$ cat src/rtl/d_branch_seq_pkg.sv
// Shared definitions for the decode-stage branch sequencer.
//   btype_e  : D-stage branch type encoding (7 is reserved and acts as "none")
//   state_e  : sequencer FSM states
//   TNEW_W   : width of the E/M "cycles until result ready" fields
package d_branch_seq_pkg;

  localparam int unsigned TNEW_W = 2;

  typedef enum logic [2:0] {
    BT_NONE = 3'd0,
    BT_BEQ  = 3'd1,
    BT_BNE  = 3'd2,
    BT_BGTZ = 3'd3,
    BT_BLTZ = 3'd4,
    BT_BGEZ = 3'd5,
    BT_BLEZ = 3'd6,
    BT_RSVD = 3'd7
  } btype_e;

  typedef enum logic {
    ST_IDLE = 1'b0,
    ST_WAIT = 1'b1
  } state_e;

  function automatic logic is_branch(input logic [2:0] bt);
    return (bt != BT_NONE) && (bt != BT_RSVD);
  endfunction

  function automatic logic uses_rt(input logic [2:0] bt);
    return (bt == BT_BEQ) || (bt == BT_BNE);
  endfunction

endpackage

$ cat src/rtl/d_branch_seq_cmp.sv
// Purely combinational branch condition evaluator.
//   btype : branch type (d_branch_seq_pkg::btype_e encoding)
//   rs    : first source operand (forwarded)
//   rt    : second source operand (forwarded), used by beq/bne only
//   cond  : 1 when the branch condition holds; 0 for non-branch types
module branch_cmp
  import d_branch_seq_pkg::*;
(
  input  logic [2:0]  btype,
  input  logic [31:0] rs,
  input  logic [31:0] rt,
  output logic        cond
);

  logic eq;
  logic neg;
  logic zero;

  assign eq   = (rs == rt);
  assign neg  = rs[31];
  assign zero = (rs == '0);

  always_comb begin
    cond = 1'b0;
    case (btype_e'(btype))
      BT_BEQ:  cond = eq;
      BT_BNE:  cond = !eq;
      BT_BGTZ: cond = !neg && !zero;
      BT_BLTZ: cond = neg;
      BT_BGEZ: cond = !neg;
      BT_BLEZ: cond = neg || zero;
      default: cond = 1'b0;
    endcase
  end

endmodule

$ cat src/rtl/d_branch_seq.sv
// Decode-stage branch sequencer. Holds a conditional branch in D until its
// source registers are free of E/M-stage hazards, resolves it through
// branch_cmp and drives the next-PC redirect. Keeps resolution statistics.
//   clk, reset (active-low, synchronous)
//   d_btype, d_rs_addr, d_rt_addr, d_rs_data, d_rt_data, d_pc, d_imm16 : D-stage branch
//   e_wa/e_tnew, m_wa/m_tnew : pending writers in E and M
//   ext_stall      : stall from other hazard sources (blocks resolution only)
//   stall          : operand-hazard stall request (combinational)
//   redirect_valid : branch resolved taken this cycle (combinational)
//   redirect_pc    : branch target, always driven
//   br_total, br_taken : resolved / taken branch counters (wrapping)
//   max_wait       : longest hazard wait observed, in cycles
//   state_wait     : FSM is in WAIT
module d_branch_seq
  import d_branch_seq_pkg::*;
#(
  parameter int unsigned CNT_W = 16
) (
  input  logic              clk,
  input  logic              reset,
  input  logic [2:0]        d_btype,
  input  logic [4:0]        d_rs_addr,
  input  logic [4:0]        d_rt_addr,
  input  logic [31:0]       d_rs_data,
  input  logic [31:0]       d_rt_data,
  input  logic [31:0]       d_pc,
  input  logic [15:0]       d_imm16,
  input  logic [4:0]        e_wa,
  input  logic [TNEW_W-1:0] e_tnew,
  input  logic [4:0]        m_wa,
  input  logic [TNEW_W-1:0] m_tnew,
  input  logic              ext_stall,
  output logic              stall,
  output logic              redirect_valid,
  output logic [31:0]       redirect_pc,
  output logic [CNT_W-1:0]  br_total,
  output logic [CNT_W-1:0]  br_taken,
  output logic [7:0]        max_wait,
  output logic              state_wait
);

  state_e     state;
  logic [7:0] wait_cnt;

  logic br;
  logic hz;
  logic resolve;
  logic cond;
  logic taken;
  logic rs_hz;
  logic rt_hz;

  function automatic logic src_hazard(
    input logic [4:0]        s,
    input logic [4:0]        ewa,
    input logic [TNEW_W-1:0] etn,
    input logic [4:0]        mwa,
    input logic [TNEW_W-1:0] mtn
  );
    return (s != '0) && (((s == ewa) && (etn != '0)) || ((s == mwa) && (mtn != '0)));
  endfunction

  assign br      = is_branch(d_btype);
  assign rs_hz   = src_hazard(d_rs_addr, e_wa, e_tnew, m_wa, m_tnew);
  assign rt_hz   = src_hazard(d_rt_addr, e_wa, e_tnew, m_wa, m_tnew);
  assign hz      = br && (rs_hz || (uses_rt(d_btype) && rt_hz));
  assign resolve = br && !hz && !ext_stall;
  assign taken   = resolve && cond;

  branch_cmp u_cmp (
    .btype (d_btype),
    .rs    (d_rs_data),
    .rt    (d_rt_data),
    .cond  (cond)
  );

  assign stall          = hz;
  assign redirect_valid = taken;
  assign redirect_pc    = d_pc + 32'd4 + {{14{d_imm16[15]}}, d_imm16, 2'b00};
  assign state_wait     = (state == ST_WAIT);

  always_ff @(posedge clk) begin
    if (!reset) begin
      state    <= ST_IDLE;
      wait_cnt <= '0;
      max_wait <= '0;
      br_total <= '0;
      br_taken <= '0;
    end else begin
      case (state)
        ST_IDLE: begin
          if (hz) begin
            state    <= ST_WAIT;
            wait_cnt <= 8'd1;
          end
        end
        ST_WAIT: begin
          if (hz) begin
            if (wait_cnt != '1) wait_cnt <= wait_cnt + 8'd1;
          end else begin
            // Leaving WAIT with the branch still present records the wait even
            // if ext_stall defers the actual resolution to IDLE.
            state    <= ST_IDLE;
            wait_cnt <= '0;
            if (br && (wait_cnt > max_wait)) max_wait <= wait_cnt;
          end
        end
        default: begin
          state    <= ST_IDLE;
          wait_cnt <= '0;
        end
      endcase

      if (resolve) begin
        br_total <= br_total + CNT_W'(1);
        if (taken) br_taken <= br_taken + CNT_W'(1);
      end
    end
  end

endmodule

$ cat config.mk
export PLATFORM = sky130hd
export DESIGN_NAME = d_branch_seq
export DESIGN_NICKNAME = d
export VERILOG_FILES = /design/src/rtl/d_branch_seq_pkg.sv /design/src/rtl/d_branch_seq_cmp.sv /design/src/rtl/d_branch_seq.sv
export SDC_FILE = /design/constraint.sdc
export NUM_CORES = 1
export LEC_CHECK = 0
export CORE_AREA = 4 4 124 126
export DETAILED_ROUTE_END_ITERATION = 16
export DIE_AREA = 0 0 128 130
export PLACE_DENSITY = 0.69
export SLEW_MARGIN = 30
export SYNTH_ARGS = -nofsm -noshare
export SYNTH_HDL_FRONTEND = slang
export SYNTH_SLANG_ARGS = --single-unit
export TNS_END_PERCENT = 1
$ cat constraint.sdc
create_clock -name clk -period 9.3 [get_ports clk]
set_clock_uncertainty 0.2 [all_clocks]
set_input_delay 1.86 -clock clk [delete_from_list [all_inputs] [get_ports clk]]
set_output_delay 1.86 -clock clk [all_outputs]
set_load 0.01 [all_outputs]
==> results of run 1 <==
[synth_stat cells (2+ instances only)]
master     count
xnor2_1       83
ha_1          68
dfxtp_1       49
nor2_1        47
a21oi_1       44
o21ai_0       35
nand2_1       32
nand4_1       29
inv_1         22
and2_1        16
xor2_1        14
and3_1        13
nor4_1        12
or3_1         11
a21o_1        10
nand3_1       10
nor3_1        10
clkbuf_1       9
mux2i_1        9
nor2b_1        6
o21a_1         6
a21boi_0       5
a31oi_1        5
o211ai_1       5
a211oi_1       4
or2_2          4
nand2b_1       3
o2111ai_1      3
o21bai_1       3
o22ai_1        3
a22oi_1        2
buf_4          2
o31ai_1        2
[flip-flops by register name (all words and copies together), names as in the netlist]
signal      cells
max_wait        8
br_taken       16
state_wait      1
br_total       16
wait_cnt        8
[final timing paths]
path                            cells after the start  slack [ps]              end
worst max register to register                     10        7030      max_wait[3]
worst max-delay path                               13        1310  redirect_pc[28]
worst min register to register                      2         300     br_total[11]
worst min-delay path                                2         300     br_total[11]
[stage by stage]
stage / total power, mW / util / hold WS (ps)
6_report: 0.7539 / 0.5144 / 300.5
5_1_grt: 0.7997 / 0.5144 / 326.1
4_1_cts: 0.7633 / 0.5141 / 304.1
3_5_place_dp: 0.5781 / 0.5038 / 295.2
3_3_place_gp: 0.5752 / 0.5034 / 279.9
2_1_floorplan: 0.4004 / - / 299.8
[power by group through the flow]
stage | clock network, mW | registers, mW | logic, mW
after floorplan | 0 | 0.219 | 0.181
after global placement | 0 | 0.219 | 0.356
after detailed placement | 0 | 0.219 | 0.359
after CTS | 0.189 | 0.214 | 0.360
after global routing | 0.197 | 0.215 | 0.388
final | 0.183 | 0.214 | 0.357
[worst reg2reg max path: cells and delay by family, from the launching register on]
kind,cells,cell delay (ps)
adder cells (fa/ha/maj),1,290
multiplexers,1,270
AO/OA/AOI/OAI,4,730
flip-flops,1,360
AND/OR/NAND/NOR,3,260
buffers and inverters,1,60
[routing by layer]
layer / vias up / GRT usage / wire, um
met5: - / 0 / 0
met4: 0 / 0.04370 / 275
met3: 21 / 0.04830 / 1222
met2: 178 / 0.3361 / 7599
met1: 2270 / 0.1975 / 5828
li1: 2620 / - / -
[area by class of cell]
cell class,count,area (um^2),area share
tap,184,230.2,0.03127
timing repair buffer,213,2130,0.2892
inverter,23,86.33,0.01172
clock inverter,3,21.27,0.002889
antenna,2,5.005,0.0006797
sequential,49,980.9,0.1332
multi-input combinational,517,3785,0.5140
clock buffer,5,125.1,0.01699
[cell families after synthesis]
| family | after synthesis |
|---|---|
| AO/OA/AOI/OAI | 141 |
| adder cells (fa/ha/maj) | 69 |
| XOR/XNOR | 97 |
| AND/OR/NAND/NOR | 201 |
| multiplexers | 9 |
| buffers and inverters | 36 |
| flip-flops | 49 |
==> results_dict.tcl, run 1 <==
set metrics [dict create \
    cp_max_fo 15 \
    synth_xor_area_frac 0.1730 \
    max_stage_delay_ps 880 \
    syn-num-nets 813 \
    placed_area_um2 7212 \
    relSlewSlack 0.5701 \
    grt_max_degree 25 \
    gr-total-overflow 0 \
    min_path_type "reg2reg" \
    ant_nets 0 \
    path_buf_inv 2 \
    setup.worst_path.class "in2out" \
    finalNonFillerCells 996 \
    avgViaCountPerCell 5.109 \
    antenna_found_initial 2 \
    synth_seq_cells 49 \
    yosys_warnings 0 \
    synth_compound_area_frac 0.1834 \
    root_buffer "clkbuf_16" \
    fillers 1409 \
    cp.required_ps 7240 \
    synth_edf_count 0 \
    cts_tree "built" \
    synth_area_leader_cell "dfxtp_1" \
    drc 0 \
    nets 1020 \
    status "finished, final reports clean" \
    seq_area_frac_synth 0.1997 \
    htreeDepth 2 \
    syn_to_final_growth_pct 49.94 \
    cp_slowest_cell "clkdlybuf4s50_1" \
    worstPathArrival_ps 5930 \
    setup_slack_ps 1306 \
    die_area_um2 16640 \
    rows 44 \
    setup_violations 0 \
    clk_pin_slew_worst_paths_ps 70 \
    insertion_delay_ps 290 \
    place_ws_ps 1313 \
    endpoint_kind "output pin" \
    synth_top_family_by_area "simple AND/OR/NAND/NOR gates" \
    cap_viol_max_count 0 \
    cpLargestDelayFamily "compound AO/OA/AOI/OAI gates" \
    p_comb_frac 0.473 \
    final_area_um2 7363 \
    synth_adder_area_share 0.1773 \
    cp_cell_sequence "clkdlybuf4s50_1 > ha_1 > ha_1 > a21o_1 > a211oi_1 > o211ai_1 > o32ai_2 > o21ai_0 > a21oi_1 > o221ai_1 > a21oi_1 > xnor2_1 > clkdlybuf4s50_1" \
    ir_worst_vdd_mv 0.07169 \
    synthMuxAreaShare 0.01834 \
    drt_iter0_drc 136 \
    r2r_start "max_wait[1]" \
    dr.pass1.iters 4 \
    clkPwrFrac 0.243 \
    p_int_mw 0.5122 \
    tns_ps 0 \
    p_leak_nw 2.815 \
    p_switching_mw 0.2418 \
    synthArstFlopShare 0 \
    synth_simple_gate_area_frac 0.2173 \
    grt_pass1_wl_mm 24.15 \
    cts.sinks 49 \
    die_h_um 130 \
    min_from "br_total[11]" \
    routed_wl_mm 14.93 \
    drv_slew 0 \
    cts_resized 0 \
    syn_avg_cell_area_um2 8.158 \
    start_kind "input pin" \
    globalplace.congestion 0.8607 \
    period_needed_ps 7994 \
    avgRoutedWirePerCell_um 14.98 \
    final-hold-violation-count 0 \
    cts_hold_buf 0 \
    startpoint "d_imm16[15]" \
    core_area_um2 14310 \
    swShare 0.3207 \
    yosysTopAreaCellShare 0.1997 \
    synth_area_um2 4911 \
    ys_types 59 \
    seqPwrFrac 0.284 \
    drive_gt1_frac 0.03086 \
    post_cts.repair.setup_buffers 0 \
    portBuffers 212 \
    rsz0062_at_grt "false" \
    dp.cells 986 \
    layout_commonest_cell "clkdlybuf4s50_1" \
    fmax_mhz 125.1 \
    grt_usage 0.1779 \
    vias 5089 \
    io-pin-count 217 \
    synth_area_leaders "dfxtp_1 (20%), ha_1 (17%), xnor2_1 (15%)" \
    max-clock-path-buffers 2 \
    place_hpwl_mm 12.88 \
    layout_common_cells "clkdlybuf4s50_1 (212), xnor2_1 (83), ha_1 (68)" \
    synthFlopType "dfxtp_1" \
    numCtsBuffers 5 \
    syn_inst 602 \
    worst_slew_pin_slew_ps 644.8 \
    start_util 0.3431 \
    finalCritPeriodShare 0.8596 \
    first_global_vias 5104 \
    power_density_nw_per_um2 102.4 \
    die_w_um 128 \
]
Note: power is estimated with default switching activity, not from simulation.
==> run 2: changes to the inputs <==
--- a/config.mk
+++ b/config.mk
@@ -9,7 +9,7 @@
 export DETAILED_ROUTE_END_ITERATION = 16
 export DIE_AREA = 0 0 128 130
 export PLACE_DENSITY = 0.69
-export SLEW_MARGIN = 30
+export SLEW_MARGIN = 20
 export SYNTH_ARGS = -nofsm -noshare
 export SYNTH_HDL_FRONTEND = slang
 export SYNTH_SLANG_ARGS = --single-unit
==> run 2 against run 1 <==
  * Design area barely moved
  * Sequential power barely moved
  * Highest routed layer unchanged
  * Total power barely moved
  * Routed wire length rose by 0.27%
  * Non-clock buffer count did not move
  * Global-route usage rose by 0.094 points
  * Critical endpoint unchanged
  * Count of clock-buffer cells in the layout did not move
  * Clock power barely moved
  * Sequential share of layout area barely moved
  * First-iteration DRC count rose by 35%
==> results_dict.tcl, run 2 (synthesis results as in run 1) <==
set metrics [dict create \
    relSlewSlack 0.2666 \
    finalNonFillerCells 996 \
    drt_iter0_drc 184 \
    rows 44 \
    numCtsBuffers 5 \
    drc 0 \
    layout_common_cells "clkdlybuf4s50_1 (212), xnor2_1 (83), ha_1 (68)" \
    die_area_um2 16640 \
    insertion_delay_ps 290 \
    endpoint_kind "output pin" \
    fillers 1417 \
    rsz0062_at_grt "false" \
    grt_pass1_wl_mm 24.22 \
    drive_gt1_frac 0.02963 \
    p_leak_nw 2.815 \
    die_w_um 128 \
    nets 1020 \
    die_h_um 130 \
    finalCritPeriodShare 0.8626 \
    start_util 0.3431 \
    clkPwrFrac 0.243 \
    vias 5056 \
    portBuffers 212 \
    period_needed_ps 8022 \
    dr.pass1.iters 4 \
    globalplace.congestion 0.8607 \
    layout_commonest_cell "clkdlybuf4s50_1" \
    ant_nets 0 \
    clk_pin_slew_worst_paths_ps 70 \
    place_hpwl_mm 12.92 \
    routed_wl_mm 14.97 \
    cts_resized 0 \
    swShare 0.3203 \
    drv_slew 0 \
    first_global_vias 5104 \
    cts.sinks 49 \
    tns_ps 0 \
    io-pin-count 217 \
    p_comb_frac 0.473 \
    htreeDepth 2 \
    final-hold-violation-count 0 \
    power.total_mw 0.7535 \
    fin_util 0.5140 \
    ir_worst_vdd_mv 0.07098 \
    p_switching_mw 0.2413 \
    syn_to_final_growth_pct 49.81 \
    avgViaCountPerCell 5.076 \
    p_int_mw 0.5122 \
    cts_hold_buf 0 \
    fmax_mhz 124.7 \
    avgRoutedWirePerCell_um 15.03 \
    multi_input_area_um2 3779 \
    cts_tree "built" \
    gr-total-overflow 0 \
    core_area_um2 14310 \
    worst_slew_pin_slew_ps 1099 \
    setup_violations 0 \
    start_kind "input pin" \
    grt_max_degree 25 \
    post_cts.repair.setup_buffers 0 \
    cp.required_ps 7240 \
    grt_usage 0.1789 \
    dp.cells 986 \
    status "finished, final reports clean" \
    setup.worst_path.class "in2out" \
    setup_slack_ps 1278 \
    reg_top3 "br_taken x16, br_total x16" \
    min_path_type "reg2reg" \
    cp_max_fo 15 \
    place_ws_ps 1304 \
    seqPwrFrac 0.284 \
    worstPathArrival_ps 5960 \
    power_density_nw_per_um2 102.4 \
    max-clock-path-buffers 2 \
    antenna_found_initial 2 \
    ff_latch_area_um2 980.9 \
    root_buffer "clkbuf_16" \
    cap_viol_max_count 0 \
]
## run 2: changes by cell type in the layout (fill, tap and decap cells not counted)
cell and change:
o2111ai_1 +1, o2111ai_2 -1
## run 2: worst max-delay path: stages
cell and delay, ps:
clkdlybuf4s50_1 880, ha_1 350, ha_1 350, a21o_1 220, a211oi_1 300, o211ai_1 160, o32ai_2 360, o21ai_0 160
a21oi_1 290, o221ai_1 160, a21oi_1 190, xnor2_1 130, clkdlybuf4s50_1 550
## run 2: area by class of cell
type | instances | area share
well taps | 184 | 0.03129
repair buffers | 213 | 0.2895
clock inverters | 3 | 0.002891
diodes | 2 | 0.0006803
flip-flops and latches | 49 | 0.1333
clock buffers | 5 | 0.01701
inverters | 23 | 0.01173
multi-input cells | 517 | 0.5136
## run 2: power groups by stage
stage	Sequential, mW	Clock (mW)	Combinational [mW]
CTS	0.214	0.189	0.360
global placement	0.219	0	0.356
floorplan	0.219	0	0.181
global route	0.215	0.197	0.388
detailed placement	0.219	0	0.359
finish	0.214	0.183	0.356
## run 2: metrics by stage
step	hold slack, ps	area (um^2)
finish	300.1	7357
global placement	279.9	7206
global route	326.1	7357
CTS	304.7	7352
floorplan	299.8	4911
detailed placement	293.3	7206
## run 2: path summary, 6_finish.rpt
| path | startpoint | end | slack (ps) | cells past startpoint |
|---|---|---|---|---|
| min | br_total[11] | br_total[11] | 300 | 2 |
| min reg2reg | br_total[11] | br_total[11] | 300 | 2 |
| max | d_imm16[15] | redirect_pc[28] | 1280 | 13 |
| max reg2reg | wait_cnt[5] | max_wait[3] | 6840 | 8 |
## run 2: routing by layer
metal / track usage / vias to the layer above / share of wire / wire (um)
li1: - / 2615 / - / -
met1: 0.1987 / 2259 / 0.39 / 5830
met2: 0.3370 / 165 / 0.51 / 7696
met3: 0.05321 / 17 / 0.082 / 1230
met4: 0.03808 / 0 / 0.014 / 207
met5: 0 / - / 0 / 0
